`config.mk`:
```
export PLATFORM = sky130hd
export DESIGN_NAME = sar_sample_averager
export DESIGN_NICKNAME = d
export VERILOG_FILES = /design/src/rtl/sar_sample_averager.sv
export SDC_FILE = /design/constraint.sdc
export NUM_CORES = 1
export LEC_CHECK = 0
export ABC_AREA = 0
export CORE_MARGIN = 5
export CORE_UTILIZATION = 48
export CTS_CLUSTER_DIAMETER = 120
export CTS_CLUSTER_SIZE = 14
export DETAILED_ROUTE_END_ITERATION = 10
export GPL_TIMING_DRIVEN = 0
export PLACE_DENSITY_LB_ADDON = 0.05
export SLEW_MARGIN = 10
export SYNTH_ARGS = -nofsm -noshare
export SYNTH_HDL_FRONTEND = slang
export SYNTH_SLANG_ARGS = --single-unit
```
`constraint.sdc`:
```
create_clock -name clk -period 2.4 [get_ports clk]
set_input_delay 0.6 -clock clk [delete_from_list [all_inputs] [get_ports clk]]
set_output_delay 0.6 -clock clk [all_outputs]
set_load 0.01 [all_outputs]
```
`src/rtl/sar_sample_averager.sv`:
```
// sar_sample_averager
//
// Sits after the SAR conversion register. It captures each finished
// conversion word and accumulates 2^LOG2_AVG consecutive words. It then
// pushes their average into a 2-entry FIFO, which drains over a valid/ready
// stream. An average that finds the FIFO full, with no pop in the same
// cycle, is dropped and sets a sticky overrun flag.
//
// Optional feature macro: AVG_ROUND_EN
//   defined   -> round half up (add 2^(LOG2_AVG-1) before the shift)
//   undefined -> truncating shift
//
// Parameters
//   N_BITS    conversion word width
//   LOG2_AVG  log2 of samples per average (0..6; 0 = passthrough)
//
// Ports
//   clk                 rising-edge system clock
//   reset               synchronous active-high reset
//   quantized_voltage   conversion word from the SAR register
//   eoc                 high while the SAR resolves its last bit
//   conduct_comparison  SAR conversion-active qualifier
//   avg_enable          1 = accumulate, 0 = drop partial window / ignore captures
//   avg_data            average at the FIFO head
//   avg_valid           FIFO non-empty
//   avg_ready           consumer accepts avg_data
//   overrun             sticky, set when an average is dropped
//   clear_overrun       clears overrun (a same-cycle set wins)
//   sample_count        samples in the current window

module sar_sample_averager #(
    parameter int N_BITS   = 10,
    parameter int LOG2_AVG = 2
) (
    input  logic                clk,
    input  logic                reset,
    input  logic [N_BITS-1:0]   quantized_voltage,
    input  logic                eoc,
    input  logic                conduct_comparison,
    input  logic                avg_enable,
    output logic [N_BITS-1:0]   avg_data,
    output logic                avg_valid,
    input  logic                avg_ready,
    output logic                overrun,
    input  logic                clear_overrun,
    output logic [LOG2_AVG:0]   sample_count
);

    localparam int ACC_W = N_BITS + LOG2_AVG;
    localparam int CNT_W = LOG2_AVG + 1;
    localparam logic [CNT_W-1:0] CNT_LAST = CNT_W'((1 << LOG2_AVG) - 1);
`ifdef AVG_ROUND_EN
    // Half an LSB of the result; this evaluates to 0 when LOG2_AVG=0.
    localparam logic [ACC_W-1:0] RND = ACC_W'((1 << LOG2_AVG) >> 1);
`else
    localparam logic [ACC_W-1:0] RND = '0;
`endif

    logic                r_cap_pend;
    logic [ACC_W-1:0]    r_acc;
    logic [CNT_W-1:0]    r_cnt;
    logic [N_BITS-1:0]   r_mem [0:1];
    logic                r_rd_ptr;
    logic                r_wr_ptr;
    logic [1:0]          r_fcnt;
    logic                r_overrun;

    logic                w_cap;
    logic                w_last;
    logic [ACC_W-1:0]    w_sum;
    logic [ACC_W-1:0]    w_rnd;
    logic [N_BITS-1:0]   w_res;
    logic                w_push;
    logic                w_pop;
    logic                w_full;
    logic                w_drop;
    logic                w_wr;

    // A capture that is still in flight is discarded if avg_enable drops.
    assign w_cap  = r_cap_pend & avg_enable;
    assign w_last = (r_cnt == CNT_LAST);

    // The sum plus rounding is at most 2^LOG2_AVG*(2^N_BITS-1)+2^(LOG2_AVG-1).
    // That still fits in ACC_W bits, so no carry is lost.
    assign w_sum  = r_acc + ACC_W'(quantized_voltage);
    assign w_rnd  = w_sum + RND;
    assign w_res  = w_rnd[ACC_W-1 -: N_BITS];

    assign avg_valid = (r_fcnt != 2'd0);
    assign w_full    = (r_fcnt == 2'd2);
    assign w_push    = w_cap & w_last;
    assign w_pop     = avg_valid & avg_ready;
    // When the FIFO is full and pops this cycle, the push reuses the freed
    // slot, because wr_ptr == rd_ptr whenever the FIFO is full.
    assign w_drop    = w_push & w_full & ~w_pop;
    assign w_wr      = w_push & ~w_drop;

    assign avg_data     = r_mem[r_rd_ptr];
    assign overrun      = r_overrun;
    assign sample_count = r_cnt;

    // Capture qualifier: the word is complete one cycle after eoc.
    always_ff @(posedge clk) begin
        if (reset) begin
            r_cap_pend <= 1'b0;
        end else begin
            r_cap_pend <= eoc & conduct_comparison & avg_enable;
        end
    end

    // Window accumulator
    always_ff @(posedge clk) begin
        if (reset || !avg_enable) begin
            r_acc <= '0;
            r_cnt <= '0;
        end else if (w_cap) begin
            if (w_last) begin
                r_acc <= '0;
                r_cnt <= '0;
            end else begin
                r_acc <= w_sum;
                r_cnt <= r_cnt + CNT_W'(1);
            end
        end
    end

    // Two-entry output FIFO
    always_ff @(posedge clk) begin
        if (reset) begin
            for (int i = 0; i < 2; i++) r_mem[i] <= '0;
            r_rd_ptr <= 1'b0;
            r_wr_ptr <= 1'b0;
            r_fcnt   <= 2'd0;
        end else begin
            if (w_wr) begin
                r_mem[r_wr_ptr] <= w_res;
                r_wr_ptr        <= ~r_wr_ptr;
            end
            if (w_pop) r_rd_ptr <= ~r_rd_ptr;
            case ({w_wr, w_pop})
                2'b10:   r_fcnt <= r_fcnt + 2'd1;
                2'b01:   r_fcnt <= r_fcnt - 2'd1;
                default: r_fcnt <= r_fcnt;
            endcase
        end
    end

    // Sticky overrun; a set in the same cycle as a clear takes priority.
    always_ff @(posedge clk) begin
        if (reset) begin
            r_overrun <= 1'b0;
        end else if (w_drop) begin
            r_overrun <= 1'b1;
        end else if (clear_overrun) begin
            r_overrun <= 1'b0;
        end
    end

endmodule

```
### After elaboration in Yosys (flattened, before gate mapping)

Memory sizes are Yosys's and may differ from the RTL's. A register that Yosys moved wholly into a read port is not among the register bits.
Index checks and enable logic that the tools add are counted.
Widths: inputs -> output; s select.

| storage, ports and cells | value |
|---|---|
| input port bits | 17 |
| bits in writable memories | 20 |
| output and inout port bits | 15 |
| word-level logic and storage cells | 49 |
| memories | 1 |
| bits in registers | 21 |

| cells by class | value |
|---|---|
| muxes and demuxes | 15 |
| reductions and logical operators | 6 |
| bitwise gates (word level) | 12 |
| add/sub/neg operators | 4 |
| equality and inequality tests | 4 |

Memories:

| name | depth | width | read ports | clocked after memory_dff | write ports | RTL line | RTL |
|---|---|---|---|---|---|---|---|
| r_mem | 2 | 10 | 1 | 1 | 2 | 62 | `logic [N_BITS-1:0] r_mem [0:1];` |

Operators with widths:

| kind | count |
|---|---|
| $add 12x10->12 | 1 |
| $mux 12 | 1 |
| $mux 1 | 11 |
| $mux 10 | 1 |
| $reduce_or 10->1 | 1 |
| $and 1x1->1 | 8 |
| $reduce_bool 2->1 | 3 |
| $eq 2x2->1 const B | 2 |
| $not 1->1 | 4 |
| $pmux 2 s2 | 1 |
| $add 3x1->3 const B | 1 |
| $eq 3x2->1 const B | 1 |
| $mux 3 | 1 |
| $add 2x1->2 const B | 1 |
| $eq 2x1->1 const B | 1 |
| $sub 2x1->2 const B | 1 |
| $logic_not 1->1 | 1 |
| $logic_or 1x1->1 | 1 |

### Longest topological paths before layout

| logic depth | value |
|---|---|
| depth after elaboration | 11 |
| mapped depth | 7 |
| mapped depth without buffers | 7 |

### Worst setup path after synthesis

OpenSTA, ideal clock, no wires.

| timing path | value |
|---|---|
| path type | input port to flip-flop |
| from | input port quantized_voltage[0] |
| to | memory r_mem[1][8], data pin |
| library setup time | 266 ps |
| data arrival time | 2204 ps |
| stages on the path | 7 |
| required time | 2134 ps |
| setup slack | -70 ps |
| path buffers | 0 |
| cells stage by stage | ha_1 > fa_1 > a211oi_1 > o21ai_1 > a221oi_1 > xor2_1 > nor2_1 |

RTL lines:

| item | RTL line | RTL |
|---|---|---|
| start: declaration | 37 | `input logic [N_BITS-1:0] quantized_voltage,` |
| end: declaration | 62 |  |

### Worst setup path after layout

| timing path | value |
|---|---|
| from | input port quantized_voltage[0] |
| to | register r_acc[10] |

| between the ends | value |
|---|---|
| word-level cells in the longest chain between the ends | 2 |

Ends and longest elaborated chain:

| item | RTL line | RTL |
|---|---|---|
| $add 12x10->12 | 85 | `assign w_sum = r_acc + ACC_W'(quantized_voltage);` |
| $mux 12 | 117 | `if (w_last) begin` |
| end signal: assignment | 121 | `r_acc <= w_sum;` |
| end: declaration | 60 | `logic [ACC_W-1:0] r_acc;` |

No other way between the ends.
A chain may end at the register's enable or synchronous reset.

==> reports/metrics.csv <==
stage;metric;value;unit
status;status;completed;
yosys;Synth cell types;38;
critical_path;startpoint type of the worst setup path;input pin;
yosys;Compound-Gate Fraction of Synth Area;13.0;%
cts;H-tree depth;2;
global_routing;grt total ovfl;0;
die;die area;0.00587;mm^2
critical_path;crit end category;register;
yosys;Main synth FF type;dfxtp_1;
die;number of cell rows;24;
yosys;post-synthesis sequential area ratio;48.8;%
yosys;synthesized cell area;0.00213;mm^2
cells_and_area;Area Growth Syn to Fin;25.8;%
power_and_ir_drop;leak pwr;0.00102;uW
yosys;yosys warns;0;
cells_and_area;layout net count;283;
cells_and_area;fill cell count;391;
yosys;Mapped Nets;243;
global_routing;first-pass GRT wire length;7100;um
detailed_routing;starting DRC count in detailed routing;55;
die;initial core utilization;49.3;%
detailed_routing;Final ANT Viol Nets;0;
placement;dpl hpwl;3020;um
detailed_routing;via count;1660;
power_and_ir_drop;Worst VDD drop;0.000261;V
yosys;Post-Synth Adder-Cell Area;7.39;%
global_routing;largest net degree at the start of global routing;13;
detailed_routing;drc violations;0;
global_routing;gr busiest metal;met2;
cells_and_area;Final Core Density;62.0;%
hold_path;worst min path class;reg2reg;
cells_and_area;share of cells above drive strength 1;15.3;%
die;die width;76.6;um
timing;Slew @ Worst Pin;571;ps
critical_path;Crit Path Category;in2reg;
power_and_ir_drop;PD cells;495;mW/mm^2
cts;CTS Root Cell;clkbuf_8;
timing;endpoints failing setup;0;
yosys;number of synthesized flops with an enable pin;20;
global_routing;number of global-route vias before repair;1540;
yosys;async set-reset flop share out of synthesis;0;%
timing;Final Critical Period;2360;ps
detailed_routing;vias per cell;5.41;
critical_path;WP data required;2590;ps
cts;Clock Latency Late Sink;290;ps
detailed_routing;Routed WL;4170;um
timing;Final Cycle Share;98.2;%
cells_and_area;area of the multi-input gates;0.00112;mm^2
yosys;simple-gate area share of the yosys netlist;18.0;%
yosys;XOR/XNOR share of the synthesized area;5.34;%
yosys;#FFs+latches synth;42;
cts;clk sinks;42;
yosys;main combinational cell family by area after synthesis;simple AND/OR/NAND/NOR gates;
yosys;top cells by area, synth;edfxtp_1, dfxtp_1, nor2_1, ha_1, mux2_2;
yosys;Synth Instances;214;
die;io pins;32;
critical_path;Worst Path Arrival;2550;ps
yosys;top-area cell type share of the netlist area;28.2;%
global_routing;antenna violations before repair;0;
yosys;Synth area leader;edfxtp_1;
detailed_routing;TritonRoute pass-1 iters;5;
global_routing;GR Layer Usage met1;19.1;%
die;Core Box Area;0.00432;mm^2
cts;clk buf depth;2;
global_routing;met3 Use GR;4.26;%
placement;IO buf count;30;
critical_path;crit path max fanout;3;
timing;Worst slew margin;61.9;%
yosys;post-synthesis mux area share;5.28;%
yosys;Synth top cells by count;nor2_1, dfxtp_1, edfxtp_1, nand2_1, ha_1;
global_routing;Total Routing Usage GR;14.9;%
timing;Worst Skew;4.13;ps
detailed_routing;post-DR wirelength/cell;13.6;um
cts;CTS Buf Count;5;
cells_and_area;n_diodes;0;
global_routing;Global Route met2 Usage;23.8;%
yosys;most common cell in the netlist;nor2_1;
timing;hold_ws;461;ps
cts;CTS tree;yes;
placement;gp weighted congestion;0.806;
cts;clk slew on worst S/H paths;80;ps
run;Max Cap Violations;0;
timing;Slew Viols, Final;0;
cells_and_area;flip-flop and latch area;0.00104;mm^2
timing;Max Fclk;0.424;GHz
die;Die Span Y;76.6;um
timing;Hold Vio Cnt, Final;0;
yosys;Syn Area/Cell;9.96;um^2
routing by layer:
metal / up-vias / part of all wire, %
met1: 784 / 47
li1: 839 / -
met3: 6 / 4.4
met4: 0 / 1.2
met5: - / 0
met2: 31 / 47
where the power goes:
group          internal (uW)  leakage, uW  switching (uW)
clock                    200    0.0000426             237
combinational           59.0     0.000598            63.1
sequential               763     0.000375            5.12
total                   1020      0.00102             306
worst paths after layout:
kind | cells after the start | slack [ps] | from | end
worst max-delay path | 9 | 40 | quantized_voltage[0] | r_acc[10]
worst min-delay path | 2 | 460 | sample_count[2] | sample_count[2]
worst max register to register | 8 | 230 | r_acc[0] | r_acc[10]
worst min register to register | 2 | 460 | sample_count[2] | sample_count[2]
metrics by stage:
step / setup TNS (ps) / total power (uW) / setup WS [ps] / cells / area (um^2)
CTS: 0 / 1340 / 0.300 / 306 / 2630
floorplan: 0 / 847 / 29.3 / 214 / 2150
global placement: -11290 / 902 / -606 / 296 / 2510
finish: 0 / 1330 / 43.4 / 307 / 2680
detailed placement: -11510 / 903 / -576 / 296 / 2510
global route: -20.1 / 1400 / -14.7 / 307 / 2680
worst max-delay path, stage by stage:
cell,delay (ps)
clkdlybuf4s15_1,200
ha_4,180
fa_2,400
a211oi_2,250
o21ai_2,130
a221oi_4,350
buf_4,170
nor3_1,40
a211o_1,230
layout make-up:
type                            count  share of cell area, %
Multi-Input combinational cell    162                   41.7
Clock buffer                        6                   2.71
Timing Repair Buffer               34                   12.4
Inverter                            3                  0.420
Clock inverter                      2                  0.327
Sequential cell                    42                   38.9
Buffer                              6                   1.12
Tap cell                           52                   2.43
flip-flops by register name, summed over array words and instances, names as in the netlist, named ones only:
register and count:
r_mem 20, r_acc 12, sample_count 3, r_fcnt 2, overrun 1, r_cap_pend 1, r_rd_ptr 1, r_wr_ptr 1
repair_timing:
| action | in CTS | in global routing |
|---|---|---|
| endpoints found under the setup margin | 28 | 18 |
| resized for setup | 5 | 10 |
| buffers inserted | 3 | 1 |
| cloned | 0 | 0 |
| pin swaps | 6 | 8 |
| hold endpoints to repair | 0 | 0 |
| hold buffers | 0 | 0 |
placed cells by master (no fill, tap or decap), types with 8 or more instances in the layout:
master,count
nand2_1,19
dfxtp_1,21
a21oi_1,8
clkdlybuf4s50_1,28
ha_1,9
o21ai_0,10
mux2_2,10
edfxtp_1,20
nor2_1,43
logic make-up (layout without fill, tap and decap cells):
| group | count (synthesis) | count (layout) |
|---|---|---|
| AND/OR/NAND/NOR | 84 | 84 |
| XOR/XNOR | 13 | 13 |
| buffers and inverters | 10 | 51 |
| AO/OA/AOI/OAI | 43 | 43 |
| flip-flops | 42 | 42 |
| multiplexers | 10 | 10 |
| adder cells (fa/ha/maj) | 12 | 12 |
(Power assumes the default switching activity.)
